**src/rtl/barrier_scroller.sv**
```systemverilog
// barrier_scroller: three-lane scrolling barrier playfield. A tick counter
// paces the scroll; a new barrier row enters at the top on each tick. The
// run ends when the bottom row overlaps the player's lane.
module barrier_scroller #(
  parameter int ROWS     = 8,
  parameter int TICK_DIV = 25000000
) (
  input  logic                clk,
  input  logic                rst,
  input  logic                start,
  input  logic [2:0]          player_pos,
  output logic [7:0]          cnt,
  input  logic [2:0]          barrier_in,
  output logic [3*ROWS-1:0]   field,
  output logic [1:0]          state,
  output logic                hit,
  output logic [15:0]         score
);

  localparam int TW = $clog2(TICK_DIV);

  typedef enum logic [1:0] {
    S_IDLE = 2'b00,
    S_RUN  = 2'b01,
    S_OVER = 2'b10,
    S_BAD  = 2'b11
  } state_e;

  state_e            state_q, state_d;
  logic [3*ROWS-1:0] field_q, field_d;
  logic [7:0]        cnt_q, cnt_d;
  logic [15:0]       score_q, score_d;
  logic [TW-1:0]     tick_q, tick_d;
  logic [2:0]        lane_q, lane_d;
  logic              hit_q, hit_d;

  logic [2:0] bottom;
  logic       coll;
  logic       tick;
  logic       lane_ok;

  assign bottom  = field_q[3*ROWS-1 -: 3];
  assign coll    = |(bottom & lane_q);
  assign tick    = (tick_q == TW'(TICK_DIV - 1));
  assign lane_ok = (player_pos == 3'b001) || (player_pos == 3'b010) ||
                   (player_pos == 3'b100);

  // Next-state: start clears the run, collision beats tick, idle/over holds.
  always_comb begin
    state_d = state_q;
    field_d = field_q;
    cnt_d   = cnt_q;
    score_d = score_q;
    tick_d  = tick_q;
    hit_d   = 1'b0;
    lane_d  = lane_ok ? player_pos : lane_q;
    case (state_q)
      S_IDLE, S_OVER: begin
        if (start) begin
          state_d = S_RUN;
          field_d = '0;
          cnt_d   = '0;
          score_d = '0;
          tick_d  = '0;
          lane_d  = 3'b010;
        end
      end
      S_RUN: begin
        if (coll) begin
          // Freeze everything so the crash frame stays on screen.
          state_d = S_OVER;
          hit_d   = 1'b1;
        end else begin
          tick_d = tick ? '0 : TW'(tick_q + 1'b1);
          if (tick) begin
            field_d = {field_q[3*ROWS-4:0], barrier_in};
            cnt_d   = cnt_q + 8'd1;
            if (bottom != 3'b000 && score_q != 16'hFFFF)
              score_d = score_q + 16'd1;
          end
        end
      end
      default: state_d = S_IDLE;
    endcase
  end

  // State register with synchronous reset.
  always_ff @(posedge clk) begin
    if (rst) begin
      state_q <= S_IDLE;
      field_q <= '0;
      cnt_q   <= '0;
      score_q <= '0;
      tick_q  <= '0;
      lane_q  <= 3'b010;
      hit_q   <= 1'b0;
    end else begin
      state_q <= state_d;
      field_q <= field_d;
      cnt_q   <= cnt_d;
      score_q <= score_d;
      tick_q  <= tick_d;
      lane_q  <= lane_d;
      hit_q   <= hit_d;
    end
  end

  assign cnt   = cnt_q;
  assign field = field_q;
  assign state = state_q;
  assign hit   = hit_q;
  assign score = score_q;

endmodule

```
**config.mk**
```make
export PLATFORM = sky130hd
export DESIGN_NAME = barrier_scroller
export DESIGN_NICKNAME = d
export VERILOG_FILES = /design/src/rtl/barrier_scroller.sv
export SDC_FILE = /design/constraint.sdc
export NUM_CORES = 1
export LEC_CHECK = 0
export CAP_MARGIN = 15
export CORE_UTILIZATION = 40
export DETAILED_ROUTE_END_ITERATION = 7
export HOLD_SLACK_MARGIN = 0.08
export PLACE_DENSITY_LB_ADDON = 0.3
export REMOVE_ABC_BUFFERS = 1
export SYNTH_ARGS = -nofsm -noshare
export SYNTH_HDL_FRONTEND = slang
export SYNTH_SLANG_ARGS = --single-unit
```
**constraint.sdc**
```tcl
create_clock -name clk -period 3.25 [get_ports clk]
set_input_delay 0.8125 -clock clk [delete_from_list [all_inputs] [get_ports clk]]
set_output_delay 0.8125 -clock clk [all_outputs]
set_load 0.005 [all_outputs]
```
==> impl_summary.md <==
Outcome
The run finished with clean final reports.

STA
In this run the tightest slew margin relative to its limit is 0.5774. The worst setup margin is 528.3 ps. For this run, the top clock speed supported by timing is 367.4 MHz. The portion of the clock cycle consumed by the worst path in the final layout is 0.8374. The final count of pins violating max slew was 0. Setup repair after global routing left no endpoint under its margin. The final hold slack is 472.5 ps. The final count of negative-setup-slack endpoints is 0. The clock period minus final worst setup slack is 2722 ps. The slew at the pin closest to its max-slew limit is 628.6 ps. The clock arrives with 7.487 ps of skew. The final count of hold timing violations is 0.

Floorplanning
During I/O placement, the number of pins put on the boundary was 60. The row count is 34. The die extent in x is 97.23 microns. For this configuration, the core starts out at a cell density of 0.4139. The full die area is 9453 sq um. The area of the core region is 8763 sq um.

The floorplan step set the die height to 97.23 microns.

Yosys
The cell count after synthesis came out at 451. The number of library cell types mapped by synthesis is 46. In the synthesized netlist the dominant register cell turns out to be sky130_fd_sc_hd__dfxtp_1. The average instance in the mapped netlist occupies 8.043 sq um. The number of synthesis warnings is 0.

Yosys mapped a number of flops with a built-in enable equal to 0. In the synthesized netlist the async set-or-reset flop fraction comes to 0. After synthesis the netlist holds a flip-flop and latch count of 79. For this run, the register share of the synthesized area comes to 0.4360. The netlist area before placement is 3627 sq um.

Setup path
For the worst setup path, the data arrival time is 3010 ps. The largest stage delay on the critical path is 610 ps. The endpoint identified for the worst register-to-register timing path is field[8]. Setup slack on the worst reg-to-reg path comes out at 530 ps. Together, buffers and inverters on the worst path number 1.

The depth of the most critical reg-to-reg path is 8. The worst setup path is launched from a flop. The category of the most critical setup path is reg -> reg.

In this run the worst path has a maximum fanout of 26. The kind of cell with the highest combined delay along the critical path is simple AND/OR/NAND/NOR gates. The start of the worst register-to-register path is tick_q[0]. For the worst setup path, the data required time is 3540 ps. Traced cell by cell, the critical path runs through ha_1 -> nand4_1 -> or4_1 -> o31ai_1 -> and2_1 -> buf_4 -> nand3_1 -> a21oi_1. The largest individual stage delay along the critical path comes from the cell sky130_fd_sc_hd__o31ai_1. The worst setup path is captured at a flop.

Layout
Measured on the finished design, the core utilization comes to 0.5267. The total number of nets in the final design is 526. The number of non-filler instances in the completed layout is 626. Compared with the post-synthesis result, the final layout area differs by 27.25%. The total of fill cells in the finished design is 851. The share of cells above drive strength 1 is 0.06950. The multi-input combinational cells in the finished layout cover a total of 1954 sq um. The number of antenna diodes in the final layout is 0. Across the whole layout, storage elements account for 1582 sq um.

Min path
The worst min-delay path startpoint is field[17]. The path with the worst hold slack has its endpoint at field[17]. The min-delay analysis places its worst path in the category reg -> reg. Along the worst hold path, the cell count comes to 2.

CTS
Post-CTS repair changed the size of 0 cells. The clock transition at the registers of the reported paths is 80 ps. TritonCTS built the clock tree. In this run, post-CTS hold repair placed 0 buffers. The tree is rooted in a sky130_fd_sc_hd__clkbuf_8. TritonCTS created 9 clock buffers. The number of levels in the clock H-tree is 3.

The clock drives 79 sinks. After clock tree synthesis, the setup repair step added 0 buffers. The buffer levels on the longest clock path is 2.

The clock reaches the later pin of the worst-skew pair after 350 ps.

Power and ir drop
The analysis attributes to cell leakage a power of 1.545 nW. The peak ir drop on the vdd network is 0.0002610 V. In this run the power density over the cells is 431.1 nW/um^2.

Placed design
The worst-case setup slack after placement is 345.7 ps. The placer congestion estimate is 0.8154. The number of cells in the design after placement is 611. Detailed placement ended at an HPWL of 6479 microns. During placement, the flow inserted port buffers numbering 59.

Routing
The count of TritonRoute iterations in the first routing pass is 5. The via density per instance is 5.548. For this block, the via count after detailed routing is 3,473.

The number of antenna-violating nets in the routed design is 0. In the routed design, unresolved DRC markers number 0. The final layout contains routed wiring with a total length of 9309 microns.

After detailed routing, the average wire length per cell comes to 14.87 microns. In this run, the number of DRC markers left after iteration 0 of detailed routing was 237.

Global route
The number of antenna violations at the first check in global routing came to 0. The sum of overflow across all layers after global routing is 0. The total global-route track usage is 0.2035. The maximum number of pins on one net before global-route repair is 35.

The wire length of the first global-routing pass is 15,750 microns. The number of global-route vias before repair is 3,194.

Flow run
The max-cap check violation count is 0.
==> sequential cells by signal (all words and copies together), names as in the netlist <==
register	count
cnt	8
tick_q	25
field	24
score	16
hit	1
lane_q	3
state	2
==> cell usage in the layout (no fill, tap or decap), drive strengths merged, types with 3 or more instances in the layout <==
cell           count
dfxtp             79
nand2             59
clkdlybuf4s50     59
nor2              50
a21oi             45
nand3             44
o21ai             16
nand4             15
buf               15
xnor2             13
and3              11
clkbuf            10
and2               9
xor2               9
a31oi              9
nand2b             8
nor3               8
or3                6
or4                4
o31ai              4
a21o               3
and4               3
o211ai             3
ha                 3
bufinv             3
nor4               3
inv                3
==> how the worst max path moves through the flow <==
stage,from,endpoint,cells after the start
floorplan,state[0],cnt[0],5
global placement,start,tick_q[10],8
detailed placement,start,tick_q[19],7
CTS,tick_q[0],field[8],8
global route,tick_q[0],field[0],8
finish,tick_q[0],field[8],8
==> worst min-delay path, stage by stage (launching register included) <==
cell	delay [ps]
sky130_fd_sc_hd__dfxtp_1	330
sky130_fd_sc_hd__nand2_1	60
sky130_fd_sc_hd__a21oi_1	50
==> cell usage after synthesis (3+ instances only) <==
cell / instances / share of area
sky130_fd_sc_hd__dfxtp_1: 79 / 0.44
sky130_fd_sc_hd__nand2_1: 59 / 0.061
sky130_fd_sc_hd__nor4_1: 3 / 0.0052
sky130_fd_sc_hd__or4_1: 4 / 0.0083
sky130_fd_sc_hd__nand4_1: 15 / 0.026
sky130_fd_sc_hd__clkbuf_1: 14 / 0.014
sky130_fd_sc_hd__and3_1: 11 / 0.019
sky130_fd_sc_hd__o31ai_1: 4 / 0.0083
sky130_fd_sc_hd__o21ai_0: 16 / 0.022
sky130_fd_sc_hd__nor3_1: 6 / 0.0083
sky130_fd_sc_hd__xnor2_1: 13 / 0.031
sky130_fd_sc_hd__and4_1: 3 / 0.0072
sky130_fd_sc_hd__a31oi_1: 9 / 0.016
sky130_fd_sc_hd__nand3_1: 44 / 0.061
sky130_fd_sc_hd__buf_2: 8 / 0.011
sky130_fd_sc_hd__or3_1: 6 / 0.010
sky130_fd_sc_hd__ha_1: 3 / 0.010
sky130_fd_sc_hd__nand2b_1: 8 / 0.014
sky130_fd_sc_hd__nor2_1: 50 / 0.052
sky130_fd_sc_hd__and2_1: 9 / 0.016
sky130_fd_sc_hd__xor2_1: 9 / 0.022
sky130_fd_sc_hd__a21oi_1: 44 / 0.061
sky130_fd_sc_hd__a21o_1: 3 / 0.0062
sky130_fd_sc_hd__o211ai_1: 3 / 0.0062
==> logic make-up after synthesis <==
group | after synthesis | share of synthesized area
buf+inv | 24 | 0.02760
flops | 79 | 0.4360
fa+ha+maj | 3 | 0.01035
simple gates | 228 | 0.3139
mux | 2 | 0.005519
xor+xnor | 22 | 0.05312
compound gates | 93 | 0.1535
==> power by group <==
group          internal, mW  switching [mW]  total (mW)
combinational        0.0469          0.0971       0.144
sequential            0.974         0.00732       0.981
clock                 0.509           0.355       0.864
total                  1.53           0.460        1.99
==> final cells by class <==
type,count,share of cell area
sequential,79,0.3426
timing repair buffer,74,0.1523
tap,108,0.02928
multi-input combinational,348,0.4234
clock inverter,5,0.02304
clock buffer,10,0.02765
inverter,2,0.001626
==> per-stage QoR <==
step	TNS [ps]	power [mW]	area [sq um]
2_1_floorplan	-1576	1.076	3535
3_3_place_gp	0	1.146	4382
3_5_place_dp	0	1.148	4382
4_1_cts	0	2.016	4616
5_1_grt	0	2.070	4616
6_report	0	1.990	4616
==> metal layers <==
metal | part of all wire | GRT usage | vias to the layer above
met3 | 0.090 | 0.08561 | 12
met4 | 0.0098 | 0.05543 | 0
met5 | 0 | 0 | -
met2 | 0.43 | 0.2925 | 111
met1 | 0.47 | 0.2791 | 1606
li1 | - | - | 1744
Power figures use the tool's default switching activity.
